## config.mk

```make
export PLATFORM = sky130hd
export DESIGN_NAME = dmem_responder
export DESIGN_NICKNAME = d
export VERILOG_FILES = /design/src/rtl/dmem_responder_pkg.sv /design/src/rtl/dmem_array.sv /design/src/rtl/dmem_responder.sv
export SDC_FILE = /design/constraint.sdc
export NUM_CORES = 2
export LEC_CHECK = 0
export BUFFER_PORTS_ARGS = -buffer_cell sky130_fd_sc_hd__buf_2
export CORE_UTILIZATION = 25
export CTS_CLUSTER_DIAMETER = 120
export DETAILED_ROUTE_END_ITERATION = 8
export PLACE_DENSITY_LB_ADDON = 0.2
export SKIP_LAST_GASP = 1
export SLEW_MARGIN = 20
export SYNTH_ARGS = -nofsm -noshare
export SYNTH_HDL_FRONTEND = slang
export SYNTH_HIERARCHICAL = 1
export SYNTH_SLANG_ARGS = --single-unit
```

## constraint.sdc

```tcl
create_clock -name clock -period 5.4 [get_ports clock]
set_clock_uncertainty 0.05 [all_clocks]
set_input_delay 0.81 -clock clock [delete_from_list [all_inputs] [get_ports clock]]
set_output_delay 0.81 -clock clock [all_outputs]
set_load 0.02 [all_outputs]
```

## src/rtl/dmem_responder_pkg.sv

```systemverilog
// Shared definitions for the data-memory responder: FSM states, word size and
// fault classification (fault codes are also used by the instruction-memory responder).
package dmem_responder_pkg;

    typedef enum logic [1:0] {
        IDLE = 2'd0,
        WAIT = 2'd1,
        RESP = 2'd2
    } state_t;

    localparam int unsigned WORD_BYTES = 4;

    typedef enum logic [1:0] {
        FAULT_NONE     = 2'd0,
        FAULT_MISALIGN = 2'd1,
        FAULT_RANGE    = 2'd2
    } fault_t;

    // Classify a byte address against a memory of 'depth' words.
    function automatic fault_t addr_fault(input logic [31:0] addr, input int unsigned depth);
        if (addr[1:0] != 2'b00) begin
            return FAULT_MISALIGN;
        end
        if (addr >= 32'(depth * WORD_BYTES)) begin
            return FAULT_RANGE;
        end
        return FAULT_NONE;
    endfunction

endpackage

```

## src/rtl/dmem_array.sv

```systemverilog
// DEPTH x 32 word storage with a synchronous write port and a registered,
// read-first read port; contents are intentionally not reset.
module dmem_array #(
    parameter int unsigned DEPTH = 64,
    parameter int unsigned AW    = $clog2(DEPTH)
) (
    input  logic          clock,
    input  logic          we,
    input  logic [AW-1:0] waddr,
    input  logic [31:0]   wdata,
    input  logic [AW-1:0] raddr,
    output logic [31:0]   rdata
);

    logic [31:0] mem [DEPTH];
    logic [31:0] rdata_q;

    always_ff @(posedge clock) begin
        if (we) begin
            mem[waddr] <= wdata;
        end
        rdata_q <= mem[raddr];
    end

    assign rdata = rdata_q;

endmodule

```

## src/rtl/dmem_responder.sv

```systemverilog
// MEM-stage data-memory responder: accepts one access, waits LATENCY cycles,
// then pulses ready with load data or commits the store, stalling the pipeline meanwhile.
module dmem_responder
    import dmem_responder_pkg::*;
#(
    parameter int unsigned DEPTH   = 64,
    parameter int unsigned LATENCY = 2
) (
    input  logic        clock,
    input  logic        reset,
    input  logic        req,
    input  logic        we,
    input  logic [31:0] addr,
    input  logic [31:0] wdata,
    output logic [31:0] rdata,
    output logic        ready,
    output logic        err,
    output logic        stall
);

    localparam int unsigned AW = $clog2(DEPTH);

    state_t      state_q, state_d;
    logic [2:0]  cnt_q, cnt_d;
    logic        we_q;
    logic [31:0] addr_q;
    logic [31:0] wdata_q;

    logic          accept;
    fault_t        fault;
    logic          ok;
    logic          mem_we;
    logic [AW-1:0] rd_idx;
    logic [31:0]   arr_rdata;

    assign accept = (state_q == IDLE) && req;
    assign fault  = addr_fault(addr_q, DEPTH);
    assign ok     = (fault == FAULT_NONE);

    always_ff @(posedge clock or posedge reset) begin
        if (reset) begin
            state_q <= IDLE;
            cnt_q   <= 3'd0;
            we_q    <= 1'b0;
            addr_q  <= 32'd0;
            wdata_q <= 32'd0;
        end else begin
            state_q <= state_d;
            cnt_q   <= cnt_d;
            if (accept) begin
                we_q    <= we;
                addr_q  <= addr;
                wdata_q <= wdata;
            end
        end
    end

    always_comb begin
        state_d = state_q;
        cnt_d   = cnt_q;
        case (state_q)
            IDLE: begin
                if (req) begin
                    cnt_d   = 3'(LATENCY);
                    state_d = (LATENCY == 0) ? RESP : WAIT;
                end
            end
            WAIT: begin
                cnt_d = cnt_q - 3'd1;
                if (cnt_q == 3'd1) begin
                    state_d = RESP;
                end
            end
            RESP:    state_d = IDLE;
            default: state_d = IDLE;
        endcase
    end

    // With zero latency the array must be addressed from the live request,
    // so its registered output is valid on the very next (response) cycle.
    assign rd_idx = (state_q == IDLE) ? addr[2 +: AW] : addr_q[2 +: AW];
    assign mem_we = (state_q == RESP) && we_q && ok;

    dmem_array #(
        .DEPTH (DEPTH),
        .AW    (AW)
    ) u_array (
        .clock (clock),
        .we    (mem_we),
        .waddr (addr_q[2 +: AW]),
        .wdata (wdata_q),
        .raddr (rd_idx),
        .rdata (arr_rdata)
    );

    assign ready = (state_q == RESP);
    assign err   = (state_q == RESP) && !ok;
    assign rdata = ((state_q == RESP) && !we_q && ok) ? arr_rdata : 32'd0;
    assign stall = accept || (state_q == WAIT);

endmodule

```

==> flow_summary.json <==
{
  "status": "finished clean",
  "grt_pass1_vias": 40800,
  "cts_made_buffers": 223,
  "p_sw_share_pct": 34.8,
  "port_buffers": 102,
  "start_kind": "flip-flop",
  "p_switching_w": 0.0196,
  "clk_latency_ns": 0.87,
  "setup_viol": 0,
  "criticalPathCategory": "reg -> reg",
  "worstHoldPathCells": 2,
  "fmax_mhz": 224,
  "crit_path_max_incr_delay_ns": 0.96,
  "drt_first_iter_violations": 4087,
  "synth_area_leaders": "edfxtp_1 (75%), mux4_2 (15%), dfrtp_1 (2.1%), mux2i_1 (1.1%), mux2_4 (0.91%)",
  "yosysSeqAreaShare_pct": 77.8,
  "area_growth_syn_to_layout_pct": 17.6,
  "route.detailed.drc": 0,
  "cts_resized": 0,
  "gr-usage-met3_pct": 2.26,
  "grt_overflow": 0,
  "fillers": 31800,
  "gp_congestion": 0.746,
  "arrival_ns": 5.10,
  "clockPowerShare_pct": 26.2,
  "maxCapViolations": 0,
  "cp-end-kind": "flip-flop",
  "final_common_cell": "edfxtp_1",
  "totalWireLength_um": 250000,
  "worstMarginPinSlew_ns": 1.20,
  "final_cell_mix": "edfxtp_1 (2048), mux4_2 (544), clkbuf_16 (225)",
  "first_pass_iters": 5,
  "async_flop_share_pct": 3.26,
  "r2r_start": "state_q[0]$_DFFE_PP0P_",
  "power_frac_comb_pct": 34.5,
  "synth-warning-count": 6,
  "hp-start": "wdata[13]",
  "grt_pass1_wl_um": 344000,
  "syn_inst": 3583,
  "synth-edff-count": 2048,
  "vias_per_cell": 4.64,
  "hold-path-endpoint": "wdata_q[13]$_DFFE_PP0P_",
  "use_met1_pct": 21.0,
  "placed_area_um2": 89600,
  "core_area_um2": 327000,
  "netlist.area_leader.share_pct": 74.9,
  "cpMostUsedCell": "a21oi_1",
  "power.internal_w": 0.0368,
  "busiest_layer": "met2",
  "netlist_area_um2": 82100,
  "r2r_setup_slack_ns": 0.94,
  "ys.flop_type": "edfxtp_1",
  "cts_root_buffer": "clkbuf_16",
  "drive_gt1_share_pct": 33.0,
  "wl_per_cell_um": 29.5,
  "post-route-period-util_pct": 82.7,
  "finalMaxSlewViolations": 0,
  "cp_max_fo": 53,
  "path_buf_inv": 1,
  "synth_top_cell_by_area": "edfxtp_1",
  "num_rows": 210,
  "relSlewSlack_pct": 20.1,
  "crit_family": "multiplexers",
  "cts.sinks": 2150,
  "powerDensity_nw_per_um2": 584,
  "leakage_nw": 29.8,
  "die_w_um": 575,
  "synth-seq-cells": 2150,
  "grt_max_degree": 66,
  "initial_utilization_pct": 25.1,
  "cts_tree": "built",
  "rsz0062_at_grt": "no",
  "htreeDepth": 4,
  "r2r-end": "u_array/rdata[1]$_DFF_P_",
  "clk_pin_slew_worst_paths_ns": 0.06,
  "path_cells": "nor2_4 -> mux2_8 -> buf_4 -> mux4_2 -> mux2i_1 -> a21oi_1 -> a21oi_1 -> nor2_1",
  "hp-class": "in -> reg",
  "p_seq_share_pct": 39.3,
  "num_io_pins": 103,
  "synth_nets": 3653,
  "fin_crit_ns": 4.46,
  "tns_ns": 0,
  "dieArea_um2": 331000,
  "vdd_ir_drop_max_mv": 0.337,
  "power.total_w": 0.0564,
  "crit_path_top_delay_cell": "a21oi_1",
  "reg2reg_depth": 8,
  "die-height_um": 575,
  "postCtsSetupBuffers": 0,
  "finalInstanceArea_um2": 96500,
  "hpwl_um": 142000,
  "worstPathRequired_ns": 6.03,
  "ant_nets": 0,
  "grt_usage_pct": 15.0,
  "use_met2_pct": 24.7,
  "syn_area_per_cell_um2": 22.9,
  "ys_types": 51,
  "cts.path.max_buffers": 4,
  "vias": 39300,
  "antenna_found_initial": 21,
  "nets": 4001,
  "hold_viol": 0
}
[state kept, by name, indices dropped and copies added, names as in the netlist]
name,flops
u_array/rdata,32
cnt_q,3
we_q,1
wdata_q,32
state_q,2
addr_q,32
u_array/mem,2048
[power groups by stage]
stage,Sequential [W],Clock (W),Combinational (W)
3_3_place_gp,0.0225,0,0.0198
4_1_cts,0.0222,0.0151,0.0199
6_report,0.0222,0.0147,0.0195
2_1_floorplan,0.0228,0,0.0103
5_1_grt,0.0222,0.0157,0.0205
3_5_place_dp,0.0226,0,0.0199
[metrics by stage]
step / utilization (%) / std cells / setup WS (ns) / hold slack [ns]
final: 29.5 / 8465 / 0.935 / 0.126
after global routing: 29.5 / 8458 / 0.692 / 0.0850
after CTS: 29.5 / 8458 / 0.859 / 0.0669
after detailed placement: 27.4 / 8051 / 0.726 / 0.446
after global placement: 27.4 / 8051 / 0.722 / 0.444
after floorplan: - / 3583 / 0.862 / 0.420
[per-layer routing]
| metal | up-vias | wire length, µm |
|---|---|---|
| met2 | 1088 | 121000 |
| met1 | 22000 | 111000 |
| met3 | 260 | 13400 |
| li1 | 15900 | - |
| met5 | - | 0 |
| met4 | 0 | 4250 |
[cell usage after synthesis (all sizes together), types with 6 or more instances]
cell type,instances
a21oi,62
nand3,6
mux2,71
nor3,41
dfxtp,32
o22ai,84
nor4,6
nand2b,9
mux4,544
edfxtp,2048
o221ai,27
nand3b,37
a311oi,8
nor2,141
clkbuf,80
nand2,29
a22oi,12
buf,122
dfrtp,70
nor2b,15
mux2i,94
[worst max path at each step]
stage	from	end	slack, ns	cells after the start
floorplan	state_q[0]$_DFFE_PP0P_	u_array/mem[48][0]$_DFFE_PP_	0.86	8
global placement	addr[2]	u_array/rdata[7]$_DFF_P_	0.72	7
detailed placement	addr[2]	u_array/rdata[7]$_DFF_P_	0.73	7
CTS	state_q[0]$_DFFE_PP0P_	u_array/rdata[7]$_DFF_P_	0.86	7
global route	state_q[0]$_DFFE_PP0P_	u_array/rdata[5]$_DFF_P_	0.69	7
finish	state_q[0]$_DFFE_PP0P_	u_array/rdata[1]$_DFF_P_	0.94	8
[kinds of logic (layout without fill, tap and decap cells)]
logic type      Yosys count  after routing  share of synthesized area, %
fa+ha+maj                 2              2                        0.0305
mux                     709            709                          17.3
flops                  2150           2150                          77.8
other cells               0              7                             0
compound gates          207            207                          1.65
buf+inv                 207            736                          1.35
simple gates            308            308                          1.86
[final cells by class]
class | count | area [µm²] | share of cell area (%)
Tap cell | 4346 | 5440 | 5.63
Timing Repair Buffer | 325 | 2560 | 2.66
Clock inverter | 105 | 779 | 0.808
Antenna cell | 7 | 17.5 | 0.0182
Inverter | 5 | 20.0 | 0.0207
Multi-Input combinational cell | 1226 | 17700 | 18.3
Clock buffer | 301 | 6070 | 6.29
Sequential cell | 2150 | 63900 | 66.3
[repair_timing]
item                                    in CTS  in global routing
endpoints found under the hold margin       24                  0
hold buffers                                 1                  0
endpoints found under the setup margin       0                  0
Note: power is estimated with default switching activity, not from simulation.
